[src/rtl/seq_control_unit_pkg.sv]
// Shared types and opcode field definitions for the multi-cycle CPU control unit.
// Imported by the sequencer top and its wait-state timer.
package ccpu_cu_pkg;

  typedef enum logic [1:0] {
    ST_FETCH = 2'd0,
    ST_EXEC  = 2'd1,
    ST_HALT  = 2'd2
  } state_t;

  typedef enum logic [2:0] {
    OP_NOP = 3'd0,
    OP_ALU = 3'd1,
    OP_LD  = 3'd2,
    OP_ST  = 3'd3,
    OP_LDI = 3'd4,
    OP_JMP = 3'd5,
    OP_HLT = 3'd6
  } opclass_t;

  // Opcode class match: (ir & MASK) == OPC
  localparam logic [7:0] MASK_ALU = 8'h80, OPC_ALU = 8'h00;
  localparam logic [7:0] MASK_LD  = 8'hF0, OPC_LD  = 8'h80;
  localparam logic [7:0] MASK_ST  = 8'hF0, OPC_ST  = 8'h90;
  localparam logic [7:0] MASK_LDI = 8'hF0, OPC_LDI = 8'hA0;
  localparam logic [7:0] MASK_JMP = 8'hF0, OPC_JMP = 8'hC0;
  localparam logic [7:0] MASK_HLT = 8'hF0, OPC_HLT = 8'hD0;

  localparam int DST_LSB      = 0;
  localparam int SRC_LSB      = 2;
  localparam int ST_SRC_BIT   = 0;
  localparam int FLAG_LSB     = 0;
  localparam int COND_INV_BIT = 2;
  localparam int UNCOND_BIT   = 3;
  localparam int ALU_OP_LSB   = 4;
  localparam int ALU_OP_W     = 3;
  localparam int WCNT_W       = 4;

  function automatic opclass_t decode_class(input logic [7:0] op);
    if ((op & MASK_ALU) == OPC_ALU) return OP_ALU;
    if ((op & MASK_LD)  == OPC_LD)  return OP_LD;
    if ((op & MASK_ST)  == OPC_ST)  return OP_ST;
    if ((op & MASK_LDI) == OPC_LDI) return OP_LDI;
    if ((op & MASK_JMP) == OPC_JMP) return OP_JMP;
    if ((op & MASK_HLT) == OPC_HLT) return OP_HLT;
    return OP_NOP;
  endfunction

  // ss = 0 selects A, which is the ALU's default B input, so no strobe.
  function automatic logic [2:0] src_onehot(input logic [1:0] ss);
    case (ss)
      2'd1:    return 3'b001;
      2'd2:    return 3'b010;
      2'd3:    return 3'b100;
      default: return 3'b000;
    endcase
  endfunction

endpackage

[src/rtl/seq_control_unit_wait_timer.sv]
// Memory wait-state timer: counts WAIT_STATES extra cycles, then waits for mem_rdy.
// done is the single completion cycle of the current access.
module cu_wait_timer
  import ccpu_cu_pkg::*;
#(
  parameter int unsigned WAIT_STATES = 0
) (
  input  logic clk,
  input  logic rst,
  input  logic active,
  input  logic mem_rdy,
  output logic done
);

  localparam logic [WCNT_W-1:0] LIMIT = WCNT_W'(WAIT_STATES);

  logic [WCNT_W-1:0] r_cnt;
  logic              w_at_limit;

  assign w_at_limit = (r_cnt == LIMIT);
  assign done       = active & w_at_limit & mem_rdy;

  // NOTE: sequential state uses non-blocking assignments so every flop samples pre-edge values.
  always_ff @(posedge clk or posedge rst) begin
    if (rst) begin
      r_cnt <= '0;
    end else if (!active || done) begin
      r_cnt <= '0;
    end else if (!w_at_limit) begin
      r_cnt <= r_cnt + 1'b1;
    end
  end

endmodule

[src/rtl/seq_control_unit.sv]
// Multi-cycle FETCH/EXEC/HALT sequencer decoding IR into datapath strobes,
// with fixed memory wait states plus a ready handshake.
module seq_control_unit
  import ccpu_cu_pkg::*;
#(
  parameter int unsigned WAIT_STATES = 0,
  parameter int unsigned NFLAGS      = 4
) (
  input  logic                clk,
  input  logic                rst,
  input  logic [7:0]          ir,
  input  logic [NFLAGS-1:0]   flags,
  input  logic                mem_rdy,
  input  logic                resume,
  output logic                mem_rd,
  output logic                mem_wr,
  output logic                addr_dp,
  output logic                d_to_di_oe,
  output logic                ir_we,
  output logic                ip_inc,
  output logic                swap_p,
  output logic [3:0]          reg_we,
  output logic [2:0]          alu_src_oe,
  output logic [1:0]          d_src_oe,
  output logic                we_flags,
  output logic [ALU_OP_W-1:0] alu_op,
  output logic                alu_oe,
  output logic                halted
);

  state_t   r_state;
  state_t   w_state_nxt;
  opclass_t w_cls;
  logic     w_mem_access;
  logic     w_done;
  logic     w_flag;
  logic [3:0] w_flags_pad;
  logic [3:0] w_dst_oh;
  logic [2:0] w_src_oh;

  assign w_cls    = decode_class(ir);
  assign w_dst_oh = 4'b0001 << ir[DST_LSB +: 2];
  assign w_src_oh = src_onehot(ir[SRC_LSB +: 2]);

  assign w_mem_access = (r_state == ST_FETCH) ||
                        ((r_state == ST_EXEC) &&
                         (w_cls == OP_LD || w_cls == OP_ST || w_cls == OP_LDI));

  // Flags beyond NFLAGS read as 0.
  always_comb begin
    w_flags_pad = '0;
    for (int i = 0; i < int'(NFLAGS); i++) w_flags_pad[i] = flags[i];
  end
  assign w_flag = w_flags_pad[ir[FLAG_LSB +: 2]];

  cu_wait_timer #(.WAIT_STATES(WAIT_STATES)) u_wait_timer (
    .clk     (clk),
    .rst     (rst),
    .active  (w_mem_access),
    .mem_rdy (mem_rdy),
    .done    (w_done)
  );

  always_ff @(posedge clk or posedge rst) begin
    if (rst) r_state <= ST_FETCH;
    else     r_state <= w_state_nxt;
  end

  // NOTE: every output and the next state get a default first, so no path infers a latch.
  always_comb begin
    w_state_nxt = r_state;
    mem_rd      = 1'b0;
    mem_wr      = 1'b0;
    addr_dp     = 1'b0;
    d_to_di_oe  = 1'b0;
    ir_we       = 1'b0;
    ip_inc      = 1'b0;
    swap_p      = 1'b0;
    reg_we      = '0;
    alu_src_oe  = '0;
    d_src_oe    = '0;
    we_flags    = 1'b0;
    alu_op      = '0;
    alu_oe      = 1'b0;
    halted      = 1'b0;

    // Outputs stay quiet for the whole reset pulse, not just until the first edge.
    if (!rst) begin
      alu_op = ir[ALU_OP_LSB +: ALU_OP_W];
      unique case (r_state)
        ST_FETCH: begin
          mem_rd     = 1'b1;
          d_to_di_oe = 1'b1;
          if (w_done) begin
            ir_we       = 1'b1;
            ip_inc      = 1'b1;
            w_state_nxt = ST_EXEC;
          end
        end

        ST_EXEC: begin
          case (w_cls)
            OP_ALU: begin
              alu_oe      = 1'b1;
              alu_src_oe  = w_src_oh;
              reg_we      = w_dst_oh;
              we_flags    = 1'b1;
              w_state_nxt = ST_FETCH;
            end
            OP_LD: begin
              addr_dp    = 1'b1;
              mem_rd     = 1'b1;
              d_to_di_oe = 1'b1;
              if (w_done) begin
                reg_we      = w_dst_oh;
                w_state_nxt = ST_FETCH;
              end
            end
            OP_ST: begin
              addr_dp  = 1'b1;
              mem_wr   = 1'b1;
              d_src_oe = ir[ST_SRC_BIT] ? 2'b10 : 2'b01;
              if (w_done) w_state_nxt = ST_FETCH;
            end
            OP_LDI: begin
              mem_rd     = 1'b1;
              d_to_di_oe = 1'b1;
              if (w_done) begin
                reg_we      = w_dst_oh;
                ip_inc      = 1'b1;
                w_state_nxt = ST_FETCH;
              end
            end
            OP_JMP: begin
              swap_p      = ir[UNCOND_BIT] | (w_flag ^ ir[COND_INV_BIT]);
              w_state_nxt = ST_FETCH;
            end
            OP_HLT:  w_state_nxt = ST_HALT;
            default: w_state_nxt = ST_FETCH;
          endcase
        end

        ST_HALT: begin
          halted = 1'b1;
          if (resume) w_state_nxt = ST_FETCH;
        end

        default: w_state_nxt = ST_FETCH;
      endcase
    end
  end

endmodule

[config.mk]
export PLATFORM = sky130hd
export DESIGN_NAME = seq_control_unit
export DESIGN_NICKNAME = d
export VERILOG_FILES = /design/src/rtl/seq_control_unit_pkg.sv /design/src/rtl/seq_control_unit_wait_timer.sv /design/src/rtl/seq_control_unit.sv
export SDC_FILE = /design/constraint.sdc
export NUM_CORES = 1
export LEC_CHECK = 0
export BUFFER_PORTS_ARGS = -buffer_cell sky130_fd_sc_hd__buf_4
export CAP_MARGIN = 40
export CORE_MARGIN = 5
export CORE_UTILIZATION = 46
export DETAILED_ROUTE_END_ITERATION = 16
export HOLD_SLACK_MARGIN = 0.12
export PLACE_DENSITY = 0.83
export SETUP_SLACK_MARGIN = 0.5
export SLEW_MARGIN = 20
export SYNTH_ARGS = -nofsm -noshare
export SYNTH_HDL_FRONTEND = slang
export SYNTH_HIERARCHICAL = 1
export SYNTH_SLANG_ARGS = --single-unit
[constraint.sdc]
create_clock -name clk -period 6.2 [get_ports clk]
set_input_delay 0.93 -clock clk [delete_from_list [all_inputs] [get_ports clk]]
set_output_delay 0.93 -clock clk [all_outputs]
set_load 0.02 [all_outputs]
**Yosys cells after proc, flatten, opt, wreduce, memory -nomap -nowiden**

Index checks and enable logic that the tools add are counted.

- Memory bits (read-only): 0
- Memories kept: 0
- Bits in writable memories: 0
- Register bits after elaboration: 6
- Output and inout port bits: 22
- Bits in latches: 0
- Logic and storage cells: 122
- Bits of input ports: 16

- Muxes and demuxes: 79
- Add/subtract/negate cells: 1
- Bitwise operators: 5
- Divide/modulo/power cells: 0
- Multipliers: 0
- Shift operators: 1
- Reduce and logical (&&, ||, !) cells: 13
- Eq/ne operators: 20
- Magnitude comparators: 1

Operators by type and width:

| kind | count |
|---|---|
| $mux 3 | 17 |
| $mux 1 | 43 |
| $eq 4x4->1 const B | 5 |
| $mux 4 | 5 |
| $mux 2 | 7 |
| $eq 3x3->1 const B | 3 |
| $pmux 3 s3 | 1 |
| $logic_not 8->1 | 1 |
| $pmux 4 s2 | 1 |
| $eq 2x2->1 const B | 3 |
| $eq 3x2->1 const B | 2 |
| $pmux 2 s3 | 1 |
| $add 4x1->4 const B | 1 |
| $eq 2x1->1 const B | 2 |
| $logic_not 4->1 | 1 |
| $logic_or 1x1->1 | 4 |
| $ne 2x2->1 const B | 2 |
| $pmux 1 s2 | 2 |
| $pmux 2 s2 | 1 |
| $reduce_and 4->1 | 1 |
| $reduce_or 2->1 | 2 |
| $shl 1x2->4 const A | 1 |
| $eq 3x1->1 const B | 1 |
| $lt 2x3->1 const B | 1 |
| 11 further kinds | 12 |

**Longest topological paths before layout**

Gate-level depths: netlist of run 1.

- Word-level depth: 34
- Mapped depth: 8
- Gate-level depth less buffers: 8

**By module**

The synthesis of run 1 kept the hierarchy.

By module, submodules not included:

| module | seq. area each (um2) | area an instance (um2) | times used | cells each |
|---|---|---|---|---|
| seq_control_unit | 50.0 | 420.4 | 1 | 54 |
| cu_wait_timer | 100.1 | 247.7 | 1 | 23 |

**Worst setup path before layout of run 1**

Ideal clock, no wire load.

- Kind: input to output
- From: input ir[6]
- To: output reg_we[0]
- Required time: 5.270 ns
- Buffers on the path: 0
- Cell stages on the path: 7
- Data arrival time: 2.930 ns
- Setup slack: 2.340 ns
- Path through: nand2b_1 > a21o_1 > a21oi_1 > and3_1 > or3b_2 > a21oi_1 > nor3b_2

- Longest elaborated chain between the ends: 24
- Elaborated cells on any way between the ends: 52
- Classes of those cells: eq/ne: 9; mux: 36; bitwise: 2; reduce/logical: 5

RTL lines:

| what | line | source |
|---|---|---|
| start, declared | seq_control_unit.sv:11 | `input logic [7:0] ir,` |
| $eq 4x4->1, on equally long branches | seq_control_unit_pkg.sv:41, seq_control_unit_pkg.sv:45 |  |
| $mux 3 or $mux 1 (tied branches) (2 in series) | seq_control_unit_pkg.sv:41, seq_control_unit_pkg.sv:45 |  |
| $mux 3 or $mux 1 (tied branches) | seq_control_unit_pkg.sv:42, seq_control_unit_pkg.sv:44 |  |
| $mux 3 or $mux 1 (tied branches) | seq_control_unit_pkg.sv:43 | `if ((op & MASK_LDI) == OPC_LDI) return OP_LDI;` |
| $mux 3 or $mux 1 (tied branches) | seq_control_unit_pkg.sv:44, seq_control_unit_pkg.sv:42 |  |
| $mux 3 or $mux 1 (tied branches) | seq_control_unit_pkg.sv:45, seq_control_unit_pkg.sv:41 |  |
| $mux 3 | seq_control_unit_pkg.sv:46 | `return OP_NOP;` |
| $mux 3 | seq_control_unit_pkg.sv:45 | `if ((op & MASK_HLT) == OPC_HLT) return OP_HLT;` |
| (+8 left out) | n/a |  |
| $logic_or 1x1->1 * | seq_control_unit.sv:45 | `assign w_mem_access = (r_state == ST_FETCH) \|\|` |
| via w_mem_access | seq_control_unit.sv:34 | `logic w_mem_access;` |
| $and 1x1->1 * (2 in series) | seq_control_unit_wait_timer.sv:21 | `assign done = active & w_at_limit & mem_rdy;` |
| via w_done | seq_control_unit.sv:35 | `logic w_done;` |
| $mux 4 * | seq_control_unit.sv:114, seq_control_unit.sv:128 |  |
| $pmux 4 s2 * | seq_control_unit.sv:102 | `case (w_cls)` |
| $mux 4 * | seq_control_unit.sv:90 | `unique case (r_state)` |
| $mux 4 * | seq_control_unit.sv:88 | `if (!rst) begin` |
| end, declared | seq_control_unit.sv:22 | `output logic [3:0] reg_we,` |

The timed path passes the listed nets; every way through them passes the cells marked *. The select of a mux whose other input is x is not followed.

**Worst setup path after layout of run 1**

Ends and elaborated chain as after synthesis.

==> results of run 1 <==
cell usage in the layout, fill, tap and decap left out, types with 2 or more instances in the layout:
| master | Yosys | layout |
|---|---|---|
| a21oi_1 | 2 | 2 |
| and3_1 | 4 | 4 |
| buf_4 | 3 | 37 |
| clkbuf_4 | 0 | 3 |
| dfrtp_1 | 6 | 6 |
| ha_1 | 2 | 2 |
| inv_1 | 5 | 5 |
| mux2i_1 | 5 | 5 |
| nand2_1 | 5 | 5 |
| nand2b_1 | 3 | 3 |
| nand3b_1 | 2 | 2 |
| nor2_1 | 6 | 6 |
| nor2b_1 | 3 | 3 |
| nor3_1 | 3 | 3 |
| nor3b_1 | 3 | 3 |
| nor4b_1 | 3 | 3 |
| o21ai_0 | 2 | 2 |
| xnor2_1 | 3 | 3 |
synth_stat cells:
| library cell | count | area [sq um] |
|---|---|---|
| or3b_2 | 1 | 8.76 |
| a21oi_1 | 2 | 10.0 |
| or3b_1 | 1 | 8.76 |
| nand2_1 | 5 | 18.8 |
| nor2_1 | 6 | 22.5 |
| nor3b_1 | 3 | 22.5 |
| and2_1 | 1 | 6.26 |
| a21o_1 | 1 | 7.51 |
| xnor2_1 | 3 | 26.3 |
| buf_4 | 3 | 22.5 |
| or2b_1 | 1 | 7.51 |
| nand3_2 | 1 | 10.0 |
| nor3_1 | 3 | 15.0 |
| inv_1 | 5 | 18.8 |
| and3_1 | 4 | 25.0 |
| mux2i_1 | 5 | 50.1 |
| dfrtp_1 | 6 | 150 |
| nor3b_4 | 1 | 18.8 |
| nor4_2 | 1 | 12.5 |
| o21a_1 | 1 | 7.51 |
| clkbuf_1 | 1 | 3.75 |
| ha_1 | 2 | 25.0 |
| nor4_4 | 1 | 21.3 |
| nor3b_2 | 1 | 12.5 |
| nor4b_1 | 3 | 26.3 |
| nor2_4 | 1 | 11.3 |
| nand2b_1 | 3 | 18.8 |
| nand3_1 | 1 | 5.00 |
| o21ai_0 | 2 | 10.0 |
| buf_6 | 2 | 22.5 |
| nand3b_1 | 2 | 15.0 |
| nor2b_1 | 3 | 18.8 |
| a211o_1 | 1 | 8.76 |
state kept, by name, summed over array words and instances (netlist names):
name                cells
r_state                 2
u_wait_timer/r_cnt      4
cell families (layout without fill, tap and decap cells):
group / Yosys count / in the layout / synth area share
flops: 6 / 6 / 0.225
mux: 5 / 5 / 0.0749
compound gates: 7 / 7 / 0.0656
buf+inv: 11 / 45 / 0.101
xor+xnor: 3 / 3 / 0.0393
simple gates: 43 / 43 / 0.457
fa+ha+maj: 2 / 2 / 0.0374
stage by stage:
step / instances / hold WS (ps) / cell area, sq um / util / setup WS (ps)
global route: 126 / 587 / 938 / 0.704 / 1820
finish: 126 / 597 / 938 / 0.704 / 1950
global placement: 123 / 585 / 916 / 0.687 / 2100
CTS: 126 / 586 / 938 / 0.704 / 1990
detailed placement: 123 / 595 / 916 / 0.687 / 1990
floorplan: 77 / 555 / 668 / - / 2340
layer usage:
layer | global-route usage | vias to the layer above | share of wire
met5 | 0 | - | 0
met1 | 0.185 | 303 | 0.39
li1 | - | 336 | -
met2 | 0.296 | 24 | 0.50
met3 | 0.0295 | 2 | 0.093
met4 | 0.0806 | 0 | 0.012
power breakdown:
group	leakage [nW]	total (W)	internal, W	switching (W)
clock network	0.0138	0.0000345	0.0000218	0.0000127
logic	0.387	0.0000641	0.0000291	0.0000350
registers	0.0826	0.0000452	0.0000413	0.00000389
total	0.483	0.000144	0.0000922	0.0000516
area by class of cell:
| class | instances | share of cell area |
|---|---|---|
| multi-input cells | 60 | 0.480 |
| repair buffers | 37 | 0.296 |
| flip-flops and latches | 6 | 0.160 |
| clock buffers | 3 | 0.0240 |
| inverters | 5 | 0.0200 |
| well taps | 15 | 0.0200 |
worst max-delay path by stage:
stage,end,start,cells after the start
6_report,reg_we[0],ir[6],9
3_5_place_dp,reg_we[0],ir[6],9
5_1_grt,reg_we[0],ir[6],9
2_1_floorplan,reg_we[0],ir[6],7
4_1_cts,reg_we[0],ir[6],9
3_3_place_gp,reg_we[0],ir[6],9
==> out/metrics.yaml, run 1 <==
fp.dieArea_sq_mm: 0.00231
fp.dieW_microns: 48.1
min_period_over_period: 0.685
endpoint_kind: "primary output"
synth_warnings: 6
critical_path_class: "input port to primary output"
clock-sinks: 6
cp_cell_sequence: "buf_4, nand2b_1, a21o_1, a21oi_1, and3_1, or3b_2, a21oi_1, nor3b_2, buf_4"
synth_area_sq_um: 668
cts_resized: 0
rows: 13
critPathTopFamily: "simple AND/OR/NAND/NOR gates"
ctsHoldBuffers: 0
power.leakage_nw: 0.483
slew_violations: 0
drt_iter0_markers: 9
startpoint_type: "input port"
setup_tns_ps: 0
r2r_start: "r_state[0]"
dr.pass1.iters: 5
n_fill_cell: 127
start_util: 0.501
finalHoldViolations: 0
insertion_delay_ps: 240
dp_hpwl_microns: 1500
die_h_microns: 48.1
cts_tree: "yes"
ys_ff_latch: 6
drive_gt1_frac: 0.423
grt-ovfl-total: 0
finalPower_w: 0.000144
ctsHtreeMaxLevel: 1
ys_types: 33
wirelength_microns: 1790
cts-buffers-inserted: 3
gp_congestion: 0.807
syn_inst: 77
worst-path-buf-inv: 2
rrSetupSlack_ps: 4430
setup_viol: 0
powerDensity_mw_per_mm2: 153
tightest_slew_ps: 524
num_io_pins: 38
cp_max_fo: 8
r2r_cells: 4
route.detailed.drc: 0
clock.fmax_ghz: 0.235
areaGrowthSynthToFinish_pct: 40.4
critical_path_arrival_ps: 3320
crit_slowest_cell: "or3b_2"
rsz0062_at_grt: "no"
finalCriticalPeriod_ps: 4250
drv_cap: 0
clockBufferDepth: 2
vias: 665
wl_per_cell_microns: 14.2
cp_slowest_stage_delay_ps: 450
avgSynthCellArea_sq_um: 8.68
grt_max_degree: 12
post-cts-setup-buffer-count: 0
root_buffer: "clkbuf_4"
yosysSeqAreaShare: 0.225
grt_pass1_wl_microns: 2620
avgViaCountPerCell: 5.28
syn_nets: 95
gr-usage-all-layers: 0.165
critPathRequiredTime_ps: 5270
core_sq_mm: 0.00133
insertedDiodeCount: 0
max_slew_margin: 0.651
status: "finished, final reports clean"
antenna_found_initial: 0
port_buffers: 37
peakVddDrop_v: 0.000123
rr_endpoint: "r_state[0]"
multi_input_area_sq_um: 450
grt_pass1_vias: 599
clock_skew_ps: 1.01
seq_area_sq_um: 150
hold_path_class: "input port to asynchronous set/reset pin"
fin_nets: 131
antenna_left: 0
clk_pin_slew_worst_paths_ps: 40
No activity file was read; power rests on OpenSTA's default activity.
==> run 2: changes to the inputs <==
--- a/config.mk
+++ b/config.mk
@@ -8,10 +8,10 @@
 export BUFFER_PORTS_ARGS = -buffer_cell sky130_fd_sc_hd__buf_4
 export CAP_MARGIN = 40
 export CORE_MARGIN = 5
-export CORE_UTILIZATION = 46
+export CORE_UTILIZATION = 38
 export DETAILED_ROUTE_END_ITERATION = 16
 export HOLD_SLACK_MARGIN = 0.12
-export PLACE_DENSITY = 0.83
+export PLACE_DENSITY = 0.73
 export SETUP_SLACK_MARGIN = 0.5
 export SLEW_MARGIN = 20
 export SYNTH_ARGS = -nofsm -noshare
==> constraint.sdc (replaced) <==
create_clock -name clk -period 3.8 [get_ports clk]
set_input_delay 0.57 -clock clk [delete_from_list [all_inputs] [get_ports clk]]
set_output_delay 0.57 -clock clk [all_outputs]
set_load 0.02 [all_outputs]
==> out/metrics.yaml, run 2 (synthesis gave the netlist of run 1 again) <==
peakVddDrop_v: 0.000198
setup_tns_ps: 0
setup_viol: 0
rows: 15
finalCriticalPeriod_ps: 3170
vias: 653
hold_path_class: "input port to asynchronous set/reset pin"
gp_congestion: 0.776
dp_slack_ps: 545
crit_slowest_cell: "or3b_2"
antenna_left: 0
path_common_cell: "buf_4"
r2r_start: "u_wait_timer/r_cnt[0]"
gr-usage-all-layers: 0.123
root_buffer: "clkbuf_4"
startpoint_type: "input port"
drt_iter0_markers: 3
critPathLaunch: "ir[6]"
critPathTopFamily: "simple AND/OR/NAND/NOR gates"
grt_pass1_wl_microns: 2550
clock-sinks: 6
antenna_found_initial: 0
finalHoldViolations: 0
die_h_microns: 51.9
max_slew_margin: 0.732
dr.pass1.iters: 2
wirelength_microns: 1670
layout_commonest_cell: "buf_4"
drive_gt1_frac: 0.446
critical_path_arrival_ps: 2600
cts_resized: 0
grt_max_degree: 12
cts_tree: "yes"
tightest_slew_ps: 401
route.detailed.drc: 0
power.leakage_nw: 0.489
insertion_delay_ps: 230
powerDensity_mw_per_mm2: 245
critical_path_class: "input port to primary output"
fp.dieW_microns: 51.9
post-cts-setup-buffer-count: 0
regMostFlops: "u_wait_timer/r_cnt"
clock.fmax_ghz: 0.315
fp.dieArea_sq_mm: 0.00270
largestRegisters: "u_wait_timer/r_cnt x4, r_state x2"
cts-buffers-inserted: 3
clock_skew_ps: 1.43
clockBufferDepth: 2
slew_violations: 0
cp_cell_sequence: "buf_4, nand2b_2, a21o_1, a21oi_1, buf_4, and3_1, or3b_2, a21oi_4, nor3b_2, buf_4"
layout_common_cells: "38 x buf_4, 6 x nor2_1, 6 x dfrtp_1"
endpoint_kind: "primary output"
min_period_over_period: 0.835
num_io_pins: 38
finalPower_w: 0.000238
cp_slowest_stage_delay_ps: 490
start_util: 0.391
port_buffers: 37
largest_reg_flops: 4
ctsHoldBuffers: 0
insertedDiodeCount: 0
drv_cap: 0
grt_pass1_vias: 618
cp_max_fo: 8
critPathRequiredTime_ps: 3230
grt-ovfl-total: 0
dp_hpwl_microns: 1420
avgViaCountPerCell: 4.77
ctsHtreeMaxLevel: 1
core_sq_mm: 0.00171
status: "finished, final reports clean"
fin_nets: 132
worst-path-buf-inv: 3
areaGrowthSynthToFinish_pct: 45.5
rsz0062_at_grt: "no"
worst_slack_ps: 628
clk_pin_slew_worst_paths_ps: 40
wl_per_cell_microns: 12.2
[run 2: final cells by class]
cell class | instances | area, sq um
fill | 168 | 736
sequential | 6 | 150
inverter | 5 | 18.8
clock buffer | 3 | 22.5
tap | 25 | 31.3
multi-input combinational | 60 | 464
timing repair buffer | 38 | 285
[run 2: metal layers]
metal | global-route usage | vias to the layer above | routed length [microns]
li1 | - | 336 | -
met1 | 0.149 | 291 | 691
met2 | 0.215 | 26 | 829
met3 | 0.0143 | 0 | 150
met4 | 0.0524 | 0 | 0
met5 | 0 | - | 0
[run 2: worst paths after layout]
path | endpoint | slack (ps) | cells past startpoint
max in group asynchronous | u_wait_timer/r_cnt[1] | 3380 | 2
worst max register to register | r_state[0] | 2160 | 6
worst min-delay path | r_state[0] | 240 | 2
min in group clk | u_wait_timer/r_cnt[3] | 580 | 2
worst min register to register | u_wait_timer/r_cnt[3] | 580 | 2
worst max-delay path | reg_we[0] | 630 | 10
[run 2: power breakdown]
| part | internal (W) | switching (W) |
|---|---|---|
| combinational | 0.0000516 | 0.0000582 |
| clock | 0.0000355 | 0.0000192 |
| sequential | 0.0000674 | 0.00000633 |
[run 2: worst reg2reg max path, delay by kind of cell, from the launching register on]
kind,cells,cell delay [ps]
buffers and inverters,1,70
adders and majority gates,1,140
DFF,1,410
AOI/OAI and AO/OA,1,150
and+or+nand+nor,3,810
[run 2: per-stage QoR]
stage	hold WS [ps]	cell area, sq um	utilization	cells
after floorplan	336	668	-	77
after global placement	489	936	0.548	134
after detailed placement	494	936	0.548	134
after CTS	237	958	0.561	137
after global routing	244	972	0.569	137
final	245	972	0.569	137
==> run 3: changes to the inputs <==
--- a/config.mk
+++ b/config.mk
@@ -5,13 +5,14 @@
 export SDC_FILE = /design/constraint.sdc
 export NUM_CORES = 1
 export LEC_CHECK = 0
+export ABC_AREA = 1
 export BUFFER_PORTS_ARGS = -buffer_cell sky130_fd_sc_hd__buf_4
 export CAP_MARGIN = 40
 export CORE_MARGIN = 5
-export CORE_UTILIZATION = 38
+export CORE_UTILIZATION = 39
 export DETAILED_ROUTE_END_ITERATION = 16
 export HOLD_SLACK_MARGIN = 0.12
-export PLACE_DENSITY = 0.73
+export PLACE_DENSITY = 0.74
 export SETUP_SLACK_MARGIN = 0.5
 export SLEW_MARGIN = 20
 export SYNTH_ARGS = -nofsm -noshare
==> constraint.sdc (replaced) <==
create_clock -name clk -period 2.63 [get_ports clk]
set_input_delay 0.3945 -clock clk [delete_from_list [all_inputs] [get_ports clk]]
set_output_delay 0.3945 -clock clk [all_outputs]
set_load 0.02 [all_outputs]
==> out/metrics.yaml, run 3 <==
drv_cap: 0
grt_max_degree: 9
num_io_pins: 38
root_buffer: "clkbuf_4"
cp_slowest_stage_delay_ps: 200
clock_skew_ps: 3.90
ys_ff_latch: 6
clock-sinks: 6
gp_congestion: 0.862
rows: 15
largestRegisters: "u_wait_timer/r_cnt x4, r_state x2"
largest_reg_flops: 4
peakVddDrop_v: 0.000480
start_util: 0.404
synth-edff-count: 0
crit_slowest_cell: "nor3_4"
cp_max_fo: 4
die_h_microns: 52.1
wirelength_microns: 2240
min_period_over_period: 0.819
avgViaCountPerCell: 4.85
synth-async-reset-ratio: 1.00
grt_pass1_wl_microns: 3370
endpoint_kind: "primary output"
insertedDiodeCount: 0
fp.dieW_microns: 52.1
fp.dieArea_sq_mm: 0.00271
synth_area_sq_um: 691
grt_pass1_vias: 828
yosys-top-cells-area: "dfrtp_1 22%, nand2_1 15%, inv_1 12%"
synth_top_flop_cell: "dfrtp_1"
fin_nets: 187
yosysSeqAreaShare: 0.217
fin_util: 0.711
synth_warnings: 6
max_slew_margin: 0.830
synth_most_common_cell: "nand2_1"
setup_tns_ps: 0
areaGrowthSynthToFinish_pct: 75.9
clk_pin_slew_worst_paths_ps: 50
synth_top_area_cell: "dfrtp_1"
insertion_delay_ps: 240
antenna_found_initial: 0
startpoint_type: "input port"
core_sq_mm: 0.00171
dr.pass1.iters: 4
hold_path_class: "input port to register"
layout_commonest_cell: "buf_4"
tightest_slew_ps: 252
ctsHtreeMaxLevel: 1
vias: 931
hold-worst-slack_ps: 483
dp_hpwl_microns: 1600
syn_nets: 131
wl_per_cell_microns: 11.7
finalHoldViolations: 0
yosysTopAreaCellShare: 0.217
syn_inst: 113
ys_types: 24
antenna_left: 0
rsz0062_at_grt: "yes"
port_buffers: 37
route.detailed.drc: 0
avgSynthCellArea_sq_um: 6.11
critPathTopFamily: "simple AND/OR/NAND/NOR gates"
worst-path-buf-inv: 7
regMostFlops: "u_wait_timer/r_cnt"
setup_viol: 0
gr-usage-all-layers: 0.163
layout_common_cells: "51 x buf_4, 26 x nand2_1, 16 x inv_1"
critical_path_arrival_ps: 1760
drive_gt1_frac: 0.509
cp_cell_sequence: "buf_4, inv_6, nand3_4, nand2_2, inv_2, a21oi_4, nand2_1, inv_1, nand3_2, inv_2, inv_4, nor3_4, nor2_4, nor2_1, buf_4"
slew_violations: 0
finalCriticalPeriod_ps: 2150
power.leakage_nw: 0.674
status: "finished, final reports clean"
critPathRequiredTime_ps: 2240
powerDensity_mw_per_mm2: 532
grt-ovfl-total: 0
clock.fmax_ghz: 0.464
cts_tree: "yes"
critical_path_class: "input port to primary output"
synth_top_cells_by_count: "27 x nand2_1, 22 x inv_1, 13 x nand3_1"
drt_iter0_markers: 25
cts-buffers-inserted: 3
n_fill_cell: 123
clockBufferDepth: 2
run 3: changes by cell type after synthesis, moves of 5 or more:
cell	change
inv_1	+17
mux2i_1	-5
nand2_1	+22
nand3_1	+12
nor2_2	+5
run 3: metal layers:
metal  wire length [microns]  part of all wire  GRT usage
met5                       0                 0          0
met4                      60             0.027     0.0742
met3                     214             0.095     0.0258
met2                    1080              0.48      0.291
met1                     888              0.40      0.188
run 3: metrics by stage:
step / total power, W / worst slack, ps / cells / area [sq um]
after CTS: 0.000577 / 502 / 189 / 1130
final: 0.000646 / 475 / 192 / 1210
after global routing: 0.000687 / 381 / 192 / 1210
after detailed placement: 0.000383 / 322 / 173 / 987
after global placement: 0.000376 / 375 / 173 / 987
after floorplan: 0.000292 / 446 / 113 / 697
run 3: path summary, 6_finish.rpt:
check	from	endpoint	slack (ps)	cells after the start
worst min-delay path	rst	r_state[1]	480	3
max in group asynchronous	rst	u_wait_timer/r_cnt[2]	1760	3
worst min register to register	u_wait_timer/r_cnt[1]	u_wait_timer/r_cnt[1]	590	2
worst max-delay path	ir[6]	reg_we[2]	480	15
min in group asynchronous	rst	r_state[1]	700	3
worst max register to register	r_state[0]	r_state[0]	910	14
run 3: kinds of logic after synthesis:
kind of cell,synth area share
DFF,0.217
xor gates and xnor gates,0.0254
adders and majority gates,0.0362
AOI/OAI and AO/OA,0.0507
and+or+nand+nor,0.502
buffers and inverters,0.168
run 3: layout make-up:
| cell class | instances | area (sq um) | area share |
|---|---|---|---|
| Multi-Input combinational cell | 80 | 493 | 0.406 |
| Clock buffer | 3 | 22.5 | 0.0185 |
| Inverter | 24 | 100 | 0.0824 |
| Timing Repair Buffer | 54 | 415 | 0.342 |
| Sequential cell | 6 | 153 | 0.126 |
| Tap cell | 25 | 31.3 | 0.0257 |
run 3: power by group:
group | switching [W] | internal, W
registers | 0.00000870 | 0.000103
clock network | 0.0000312 | 0.0000515
logic | 0.000232 | 0.000220
total | 0.000272 | 0.000374
run 3: repair_timing:
item / CTS / global route
setup buffers: 12 / 3
hold buffers: 1 / 0
gates cloned: 0 / 0
pin swaps: 6 / 7
endpoints found under the hold margin: 6 / 0
gates resized for setup: 8 / 17
setup endpoints to repair: 5 / 6
run 3: worst reg2reg max path, cell delays in order (launching register included):
cell	delay, ps
dfrtp_2	410
nand2_2	90
inv_2	60
a21oi_4	130
nand2_1	70
inv_1	60
nand3_2	60
inv_2	80
inv_4	50
buf_4	120
buf_4	130
a31oi_1	160
nand3_1	90
nand2_1	70
nand2_1	50
